### src/rtl/trng_pkg.sv
// Shared definitions for the entropy harvester: controller states and von Neumann pair codes.
package trng_pkg;

  typedef enum logic [2:0] {
    ST_IDLE    = 3'd0,
    ST_WARMUP  = 3'd1,
    ST_COLLECT = 3'd2,
    ST_HOLD    = 3'd3,
    ST_FAULT   = 3'd4
  } state_t;

  // {first, second} raw sample pairs that produce an output bit.
  localparam logic [1:0] PAIR_01 = 2'b01;
  localparam logic [1:0] PAIR_10 = 2'b10;

  function automatic logic pair_emits(input logic [1:0] pair);
    return (pair == PAIR_01) || (pair == PAIR_10);
  endfunction

endpackage

### src/rtl/trng_harvester_if.sv
// Random-word valid/ready channel; data is held stable while valid is high.
interface trng_harvester_if #(
  parameter int WIDTH = 32
);
  logic [WIDTH-1:0] data;
  logic             valid;
  logic             ready;

  modport master (output data, output valid, input ready);
  modport slave  (input data, input valid, output ready);
endinterface

### src/rtl/trng_debias.sv
// Von Neumann debiaser: pairs raw samples, emits on the second sample of a 01/10 pair.
// Zero latency on bit_valid; restart drops any half-formed pair.
module trng_debias
  import trng_pkg::*;
(
  input  logic clk,
  input  logic rst_n,
  input  logic strobe,
  input  logic sample,
  input  logic restart,
  output logic bit_valid,
  output logic bit_value
);

  logic       phase;
  logic       first;
  logic [1:0] pair;

  always_ff @(posedge clk or negedge rst_n) begin
    if (!rst_n) begin
      phase <= 1'b0;
      first <= 1'b0;
    end else if (restart) begin
      phase <= 1'b0;
    end else if (strobe) begin
      phase <= ~phase;
      if (!phase) first <= sample;
    end
  end

  always_comb begin
    pair      = {first, sample};
    bit_valid = strobe && phase && pair_emits(pair);
    bit_value = (pair == PAIR_10);
  end

endmodule

### src/rtl/trng_harvester.sv
// Entropy harvester: gates the oscillator, warms up, samples, health-tests, debiases and packs words.
// Word latency >= 2*WIDTH*SAMPLE_DIV cycles from COLLECT; word held in HOLD until ready, sampling continues.
module trng_harvester
  import trng_pkg::*;
#(
  parameter int WIDTH      = 32,
  parameter int SAMPLE_DIV = 16,
  parameter int WARMUP     = 1024,
  parameter int REP_LIMIT  = 32
) (
  input  logic               clk,
  input  logic               rst_n,
  input  logic               enable,
  input  logic               metastable,
  output logic               osc_enable,
  output logic               fault,
  input  logic               clear_fault,
  trng_harvester_if.master   word
);

  localparam int DIV_W  = $clog2(SAMPLE_DIV);
  localparam int WARM_W = (WARMUP > 1) ? $clog2(WARMUP) : 1;
  localparam int REP_W  = $clog2(REP_LIMIT + 1);
  localparam int CNT_W  = $clog2(WIDTH + 1);

  state_t             state;
  state_t             next_state;
  logic               sync1;
  logic               sync2;
  logic [DIV_W-1:0]   div_cnt;
  logic [WARM_W-1:0]  warm_cnt;
  logic [REP_W-1:0]   rep_cnt;
  logic [REP_W-1:0]   rep_next;
  logic               prev_sample;
  logic [CNT_W-1:0]   bit_cnt;
  logic [WIDTH-1:0]   word_q;
  logic               valid_q;

  logic               in_run;
  logic               strobe;
  logic               trip;
  logic               handshake;
  logic               warm_done;
  logic               word_done;
  logic               db_strobe;
  logic               db_restart;
  logic               db_valid;
  logic               db_bit;

  always_ff @(posedge clk or negedge rst_n) begin
    if (!rst_n) begin
      sync1 <= 1'b0;
      sync2 <= 1'b0;
    end else begin
      sync1 <= metastable;
      sync2 <= sync1;
    end
  end

  always_comb begin
    in_run    = (state == ST_COLLECT) || (state == ST_HOLD);
    strobe    = in_run && (div_cnt == DIV_W'(SAMPLE_DIV - 1));
    warm_done = (warm_cnt == WARM_W'(WARMUP - 1));
    handshake = (state == ST_HOLD) && word.ready;

    if (rep_cnt == '0 || sync2 != prev_sample) rep_next = REP_W'(1);
    else                                       rep_next = rep_cnt + REP_W'(1);

    // The tripping sample must never reach the debiaser.
    trip       = strobe && (rep_next == REP_W'(REP_LIMIT));
    db_strobe  = strobe && !trip;
    db_restart = !in_run || handshake;
    word_done  = (state == ST_COLLECT) && db_valid && (bit_cnt == CNT_W'(WIDTH - 1));
  end

  trng_debias u_debias (
    .clk       (clk),
    .rst_n     (rst_n),
    .strobe    (db_strobe),
    .sample    (sync2),
    .restart   (db_restart),
    .bit_valid (db_valid),
    .bit_value (db_bit)
  );

  always_comb begin
    next_state = state;
    unique case (state)
      ST_IDLE: begin
        if (enable) next_state = ST_WARMUP;
      end
      ST_WARMUP: begin
        if (!enable)        next_state = ST_IDLE;
        else if (warm_done) next_state = ST_COLLECT;
      end
      ST_COLLECT: begin
        if (!enable)        next_state = ST_IDLE;
        else if (trip)      next_state = ST_FAULT;
        else if (word_done) next_state = ST_HOLD;
      end
      ST_HOLD: begin
        if (!enable)        next_state = ST_IDLE;
        else if (trip)      next_state = ST_FAULT;
        else if (handshake) next_state = ST_COLLECT;
      end
      ST_FAULT: begin
        if (clear_fault) next_state = ST_IDLE;
      end
      default: next_state = ST_IDLE;
    endcase
  end

  always_ff @(posedge clk or negedge rst_n) begin
    if (!rst_n) begin
      state <= ST_IDLE;
    end else begin
      state <= next_state;
    end
  end

  always_ff @(posedge clk or negedge rst_n) begin
    if (!rst_n) begin
      div_cnt  <= '0;
      warm_cnt <= '0;
    end else begin
      if (!in_run)     div_cnt <= '0;
      else if (strobe) div_cnt <= '0;
      else             div_cnt <= div_cnt + DIV_W'(1);

      if (state == ST_WARMUP) warm_cnt <= warm_cnt + WARM_W'(1);
      else                    warm_cnt <= '0;
    end
  end

  always_ff @(posedge clk or negedge rst_n) begin
    if (!rst_n) begin
      rep_cnt     <= '0;
      prev_sample <= 1'b0;
    end else if (!in_run) begin
      rep_cnt     <= '0;
    end else if (strobe) begin
      rep_cnt     <= rep_next;
      prev_sample <= sync2;
    end
  end

  // Word register only shifts in COLLECT; HOLD keeps it as the offered data.
  always_ff @(posedge clk or negedge rst_n) begin
    if (!rst_n) begin
      bit_cnt <= '0;
      word_q  <= '0;
    end else begin
      if (!in_run || handshake)                   bit_cnt <= '0;
      else if (state == ST_COLLECT && db_valid)   bit_cnt <= bit_cnt + CNT_W'(1);

      if (next_state == ST_IDLE)                  word_q <= '0;
      else if (state == ST_COLLECT && db_valid)   word_q <= {word_q[WIDTH-2:0], db_bit};
    end
  end

  always_ff @(posedge clk or negedge rst_n) begin
    if (!rst_n) begin
      osc_enable <= 1'b0;
      valid_q    <= 1'b0;
      fault      <= 1'b0;
    end else begin
      osc_enable <= (next_state == ST_WARMUP) || (next_state == ST_COLLECT) ||
                    (next_state == ST_HOLD);
      valid_q    <= (next_state == ST_HOLD);
      fault      <= (next_state == ST_FAULT);
    end
  end

  assign word.data  = word_q;
  assign word.valid = valid_q;

endmodule

### src/flat_wrapper.sv
// flat-port wrapper written by rule: the top's interface ports become plain ports
module trng_harvester_flat import trng_pkg::*;
#(
  parameter int WIDTH      = 32,
  parameter int SAMPLE_DIV = 16,
  parameter int WARMUP     = 1024,
  parameter int REP_LIMIT  = 32
)
  (clk, rst_n, enable, metastable, osc_enable, fault, clear_fault, word_data, word_valid, word_ready);
  trng_harvester_if #(.WIDTH(WIDTH)) word_i ();
  input  logic clk;
  input  logic rst_n;
  input  logic enable;
  input  logic metastable;
  output logic osc_enable;
  output logic fault;
  input  logic clear_fault;
  output wire logic [$bits(word_i.data)-1:0] word_data;
  output wire logic [$bits(word_i.valid)-1:0] word_valid;
  input wire logic [$bits(word_i.ready)-1:0] word_ready;
  assign word_data = word_i.data;
  assign word_valid = word_i.valid;
  assign word_i.ready = word_ready;
  trng_harvester #(.WIDTH(WIDTH), .SAMPLE_DIV(SAMPLE_DIV), .WARMUP(WARMUP), .REP_LIMIT(REP_LIMIT)) u_core (.clk(clk), .rst_n(rst_n), .enable(enable), .metastable(metastable), .osc_enable(osc_enable), .fault(fault), .clear_fault(clear_fault), .word(word_i));
endmodule
### config.mk
export PLATFORM = sky130hd
export DESIGN_NAME = trng_harvester_flat
export DESIGN_NICKNAME = d
export VERILOG_FILES = /design/src/rtl/trng_pkg.sv /design/src/rtl/trng_harvester_if.sv /design/src/rtl/trng_debias.sv /design/src/rtl/trng_harvester.sv /design/src/flat_wrapper.sv
export SDC_FILE = /design/constraint.sdc
export NUM_CORES = 1
export LEC_CHECK = 0
export ABC_AREA = 1
export BUFFER_PORTS_ARGS = -buffer_cell sky130_fd_sc_hd__buf_4
export CAP_MARGIN = 20
export CORE_ASPECT_RATIO = 1.25
export CORE_MARGIN = 5
export CORE_UTILIZATION = 52
export CTS_CLUSTER_DIAMETER = 100
export DETAILED_ROUTE_END_ITERATION = 7
export MAX_ROUTING_LAYER = met4
export PLACE_DENSITY = 0.82
export SLEW_MARGIN = 10
export SYNTH_ARGS = -nofsm -noshare
export SYNTH_HDL_FRONTEND = slang
export SYNTH_HIERARCHICAL = 1
export SYNTH_SLANG_ARGS = --single-unit
### constraint.sdc
create_clock -name clk -period 2.6 [get_ports clk]
set_clock_uncertainty 0.2 [all_clocks]
set_input_delay 0.13 -clock clk [delete_from_list [all_inputs] [get_ports clk]]
set_output_delay 0.13 -clock clk [all_outputs]
set_load 0.01 [all_outputs]
## After elaboration in Yosys (flattened, before gate mapping)

Index checks and enable logic that the tools add are counted.

- Add/sub/neg operators: 4
- Eq/ne operators: 16
- Mux-type cells: 23
- Bitwise operators: 2
- Reductions and logical operators: 24

Operators by type and width:

| kind | count |
|---|---|
| $mux 32 | 2 |
| $mux 3 | 10 |
| $mux 6 | 5 |
| $pmux 3 s5 | 1 |
| $add 6x1->6 const B | 2 |
| $eq 3x2->1 const B | 4 |
| $add 10x1->10 const B | 1 |
| $eq 10x10->1 const B | 1 |
| $mux 10 | 1 |
| $logic_and 1x1->1 | 8 |
| $mux 4 | 2 |
| $eq 3x1->1 const B | 2 |
| $eq 3x3->1 const B | 2 |
| $eq 6x5->1 const B | 1 |
| $eq 6x6->1 const B | 1 |
| $logic_not 3->1 | 2 |
| $logic_not 6->1 | 1 |
| $logic_or 1x1->1 | 6 |
| $reduce_bool 2->1 | 3 |
| $add 4x1->4 const B | 1 |
| $eq 4x4->1 const B | 1 |
| $reduce_and 3->1 | 1 |
| $eq 2x1->1 const B | 1 |
| $eq 2x2->1 const B | 1 |
| 6 further kinds | 9 |

- Register bits: 69
- Bits of input ports: 6
- Output and inout port bits: 35

## Longest topological paths before layout

- Depth in word-level cells: 18
- Depth in mapped cells: 18

## Hierarchy

The synthesis kept the hierarchy.

Modules (own cells, without submodules):

| module | instances | cells each | area each (um^2) | sequential area each (um^2) |
|---|---|---|---|---|
| trng_harvester | 1 | 351 | 3093.0 | 1676.6 |
| trng_debias | 1 | 15 | 112.6 | 50.0 |

## Least setup slack after synthesis

Ideal clock, no wire load.

- Path kind: reg-to-reg
- From: reg u_core.rep_cnt[0]
- To: reg u_core.word_q[10] (netlist: u_core/word.data[10])
- Arrival time: 2.463 ns
- Data required time: 2.331 ns
- Slack: -0.132 ns
- Cell stages (with the launch flop): 19
- Buffers on the path: 1
- Period minus slack after synthesis: 2.732 ns
- Cell sequence: dfrtp_1 ha_1 nand2_1 o21ai_0 nand2_1 nand3_1 nor2_2 a21oi_1 inv_1 nor3_1 nand3_4 nor3_2 nand4_1 a21oi_1 nand2_2 nand3_4 nor2_4 buf_8 nor2_2

- Cells in the longest elaborated chain, start to end: 17
- Elaborated cells on any way between the ends: 21

Ends and longest elaborated chain:

| item | line | RTL |
|---|---|---|
| start, declared | trng_harvester.sv:32 | `logic [REP_W-1:0] rep_cnt;` |
| start signal, assigned | trng_harvester.sv:142 | `rep_cnt <= rep_next;` |
| parallel branches: the longest is 2 deep, another holds $add 6x1->6 | - |  |
| $mux 6 * | trng_harvester.sv:66 | `if (rep_cnt == '0 \|\| sync2 != prev_sample) rep_next = REP_W'(1);` |
| $eq 6x6->1 * | trng_harvester.sv:70 | `trip = strobe && (rep_next == REP_W'(REP_LIMIT));` |
| $logic_and 1x1->1 * | trng_harvester.sv:70 |  |
| $logic_not 1->1 * | trng_harvester.sv:71 | `db_strobe = strobe && !trip;` |
| $logic_and 1x1->1 * | trng_harvester.sv:71 |  |
| named net u_core.db_strobe | trng_harvester.sv:45 | `logic db_strobe;` |
| $logic_and 1x1->1 * (2 in series) | trng_debias.sv:33 | `bit_valid = strobe && phase && pair_emits(pair);` |
| named net u_core.db_valid | trng_harvester.sv:47 | `logic db_valid;` |
| $logic_and 1x1->1 * | trng_harvester.sv:73, trng_harvester.sv:157 |  |
| $logic_and 1x1->1 | trng_harvester.sv:73 | `word_done = (state == ST_COLLECT) && db_valid && (bit_cnt == CNT_W'(WIDTH - 1));` |
| $mux 3 | trng_harvester.sv:99 | `else if (word_done) next_state = ST_HOLD;` |
| $mux 3 | trng_harvester.sv:98 | `else if (trip) next_state = ST_FAULT;` |
| $mux 3 | trng_harvester.sv:97 | `if (!enable) next_state = ST_IDLE;` |
| $pmux 3 s5 | trng_harvester.sv:88 | `unique case (state)` |
| $logic_not 3->1 | trng_harvester.sv:156 | `if (next_state == ST_IDLE) word_q <= '0;` |
| $mux 32 or $reduce_bool 2->1 (tied branches) | - |  |
| end signal, assigned | trng_harvester.sv:157 | `else if (state == ST_COLLECT && db_valid) word_q <= {word_q[WIDTH-2:0], db_bit};` |
| end, declared | trng_harvester.sv:36 | `logic [WIDTH-1:0] word_q;` |

Mark *: on every way through the listed nets, which the timed path passes.
A chain may end at the register's enable or synchronous reset.

## Worst setup path after layout

- From: reg u_core.rep_cnt[0]
- To: reg u_core.word_q[16] (netlist: u_core/word.data[16])

Same word-level chain as after synthesis.

==> results.sh <==
export IMPL_status="finished, violations left"
export IMPL_violations="setup timing"
export IMPL_synthArstFlopShare_pct=100
export IMPL_clock_fmax_mhz=370
export IMPL_avgViaCountPerCell=5.16
export IMPL_clock_path_buffers=2
export IMPL_antenna_left=0
export IMPL_syn_nets=378
export IMPL_io_pins=41
export IMPL_yosysTopAreaCellShare_pct=53.9
export IMPL_grt_pass1_vias=2615
export IMPL_hold_start="u_core/sync1"
export IMPL_criticalPathCategory="reg2reg"
export IMPL_place_inst=496
export IMPL_holdWs_ps=164
export IMPL_drive_gt1_share_pct=31.1
export IMPL_synth_area_leaders="dfrtp_1 (54%), nand2_1 (7.6%), o21ai_0 (6.7%), inv_1 (6.0%), nor2_1 (5.4%)"
export IMPL_wl_per_cell_um=14.2
export IMPL_ys_warn_count=6
export IMPL_grtUsageTotal_pct=19.2
export IMPL_grt_pass1_wl_um=11500
export IMPL_timing_final_hold_violations=0
export IMPL_clkSlewWorstSetupHoldPaths_ps=70
export IMPL_synth_area_mm2=0.00321
export IMPL_irDropWorstVdd_uv=457
export IMPL_nNetsFinal=445
export IMPL_overflow=0
export IMPL_period_needed_ps=2700
export IMPL_crit_path_end_kind="flip-flop"
export IMPL_diodes=0
export IMPL_hold_path_end="u_core/sync2"
export IMPL_floorplan_initialDensity_pct=52.7
export IMPL_numPortBuffers=40
export IMPL_drv_slew=0
export IMPL_yosysTopAreaCell="dfrtp_1"
export IMPL_rsz0062_at_grt="true"
export IMPL_hp_class="reg2reg"
export IMPL_cp_max_fo=8
export IMPL_numCtsBuffers=9
export IMPL_ys_types=34
export IMPL_numClockSinks=69
export IMPL_fin_cells=523
export IMPL_ff2ff_path_depth=18
export IMPL_reg2reg_from="u_core/rep_cnt[0]"
export IMPL_r2r_setup_slack_ps=-100
export IMPL_r2r_end="u_core/word.data[16]"
export IMPL_cap_violations=0
export IMPL_h_tree_depth=3
export IMPL_coreArea_mm2=0.00609
export IMPL_critPathRequiredTime_ps=2680
export IMPL_p_per_area_mw_per_mm2=495
export IMPL_root_buffer="clkbuf_8"
export IMPL_first_iter_violations=173
export IMPL_finalSetupViolCount=32
export IMPL_p_leak_nw=2.05
export IMPL_whs_path_depth=0
export IMPL_timing_final_crit_share_pct=104
export IMPL_antenna_found_initial=0
export IMPL_fillers=439
export IMPL_gp_congestion=0.899
export IMPL_synthCells=366
export IMPL_cp_arrival_ps=2780
export IMPL_grt_max_degree=70
export IMPL_vias=2701
export IMPL_startpoint="u_core/rep_cnt[0]"
export IMPL_power_mw=2.10
export IMPL_die_area_mm2=0.00784
export IMPL_synth_common_cells="dfrtp_1 (69), nand2_1 (65), inv_1 (51), nor2_1 (46), o21ai_0 (43)"
export IMPL_synth_edf_count=0
export IMPL_wl_um=7430
export IMPL_critPathLaunchType="flip-flop"
export IMPL_synth_most_common_cell="dfrtp_1"
export IMPL_rows=32
export IMPL_die_height_um=97.8
export IMPL_tightest_slew_ps=843
export IMPL_cts_tree="done"
export IMPL_tns_ps=-2350
export IMPL_avgSynthCellArea_um2=8.76
export IMPL_area_delta_synth_final_pct=32.4
export IMPL_relSlewSlack_pct=43.8
export IMPL_hpwl_um=4470
export IMPL_ys_seq_area_share_pct=53.9
export IMPL_utilization_pct=69.7
export IMPL_setup_slack_ps=-101
export IMPL_clock_latency_ps=340
export IMPL_synth_main_ff_cell="dfrtp_1"
export IMPL_die_width_um=80.2
export IMPL_firstDrtPassIters=5
export IMPL_drc=0
export IMPL_synth_ff_latch_count=69
area by class of cell:
type / count / area (um^2) / share of cell area (%)
Clock buffer: 11 / 131 / 3.10
Clock inverter: 5 / 60.1 / 1.42
Inverter: 53 / 204 / 4.81
Multi-Input combinational cell: 235 / 1440 / 34.0
Sequential cell: 69 / 1730 / 40.7
Tap cell: 85 / 106 / 2.51
Timing Repair Buffer: 65 / 572 / 13.5
worst max path at each step:
stage	endpoint	slack, ps	cells past startpoint
finish	u_core/word.data[16]	-100	18
floorplan	u_core/word.data[10]	20	18
CTS	u_core/word.data[24]	-40	18
global placement	u_core/word.data[16]	-30	18
global route	u_core/word.data[1]	-310	17
detailed placement	u_core/word.data[16]	-130	18
kinds of logic (layout without fill, tap and decap cells):
kind of cell,count (synthesis),count (layout),share of synthesized area (%)
AND/OR/NAND/NOR,157,157,23.0
multiplexers,2,2,0.625
flip-flops,69,69,53.9
adder cells (fa/ha/maj),6,6,2.34
AO/OA/AOI/OAI,69,69,11.8
XOR/XNOR,1,1,0.273
buffers and inverters,62,134,8.08
critical path, cell delays in order, from the launching register on:
cell       delay [ps]
dfrtp_1           430
buf_6             150
inv_6              60
ha_4              120
nand3_2           100
nand4_1           110
nor2_2             60
a21oi_2           170
inv_2              70
nor3_4            150
nand3_4           100
nor3_4            130
nand4_1           130
a21oi_2           150
nand2_2            80
nand3_4            80
nor2_4             70
clkbuf_16         200
nor2_4             80
what timing repair did:
item | in CTS | in global routing
gates resized for setup | 6 | 55
gates cloned | 1 | 2
pin swaps | 3 | 2
setup endpoints to repair | 33 | 40
hold buffers | 5 | 0
buffers inserted | 0 | 3
endpoints found under the hold margin | 75 | 0
power breakdown:
part | switching [mW] | internal, mW | leakage (nW)
sequential | 0.00697 | 1.08 | 0.955
combinational | 0.102 | 0.0595 | 1.00
clock | 0.401 | 0.447 | 0.0939
sequential cells by signal, summed over array words and instances (netlist names):
name / cells
u_core/prev_sample: 1
u_core/u_debias/first: 1
u_core/osc_enable: 1
u_core/word.valid: 1
u_core/word.data: 32
u_core/rep_cnt: 6
u_core/state: 3
u_core/bit_cnt: 6
u_core/div_cnt: 4
u_core/sync1: 1
u_core/warm_cnt: 10
u_core/sync2: 1
u_core/u_debias/phase: 1
u_core/fault: 1
cells in the final DEF (no fill, tap or decap), types with 3 or more instances in the layout:
master	Yosys	layout
dlygate4sd3_1	0	5
nor3_1	5	4
nand3_1	12	10
nand2_2	2	8
clkbuf_8	0	9
o21ai_0	43	42
nand4_1	4	4
nor2_4	1	19
buf_4	0	53
o22ai_1	4	4
nor2_1	46	27
inv_1	51	49
a21oi_1	13	11
nand3_2	1	3
ha_1	6	4
nand2_1	65	58
dfrtp_1	69	69
nor2_2	12	13
inv_2	2	3
buf_6	2	3
metrics by stage:
| step | instance area [um^2] | setup slack, ps |
|---|---|---|
| global placement | 3700 | -28.8 |
| floorplan | 3220 | 24.3 |
| global route | 4240 | -307 |
| finish | 4240 | -101 |
| detailed placement | 3700 | -126 |
| CTS | 3980 | -41.5 |
routing by layer:
layer / vias up / track usage, % / part of all wire (%)
met5: - / - / 0
met4: 0 / 9.88 / 2.3
met3: 15 / 3.51 / 3.1
met2: 55 / 31.3 / 55
met1: 1323 / 22.4 / 39
li1: 1308 / - / -
No activity file was read; power rests on OpenSTA's default activity.
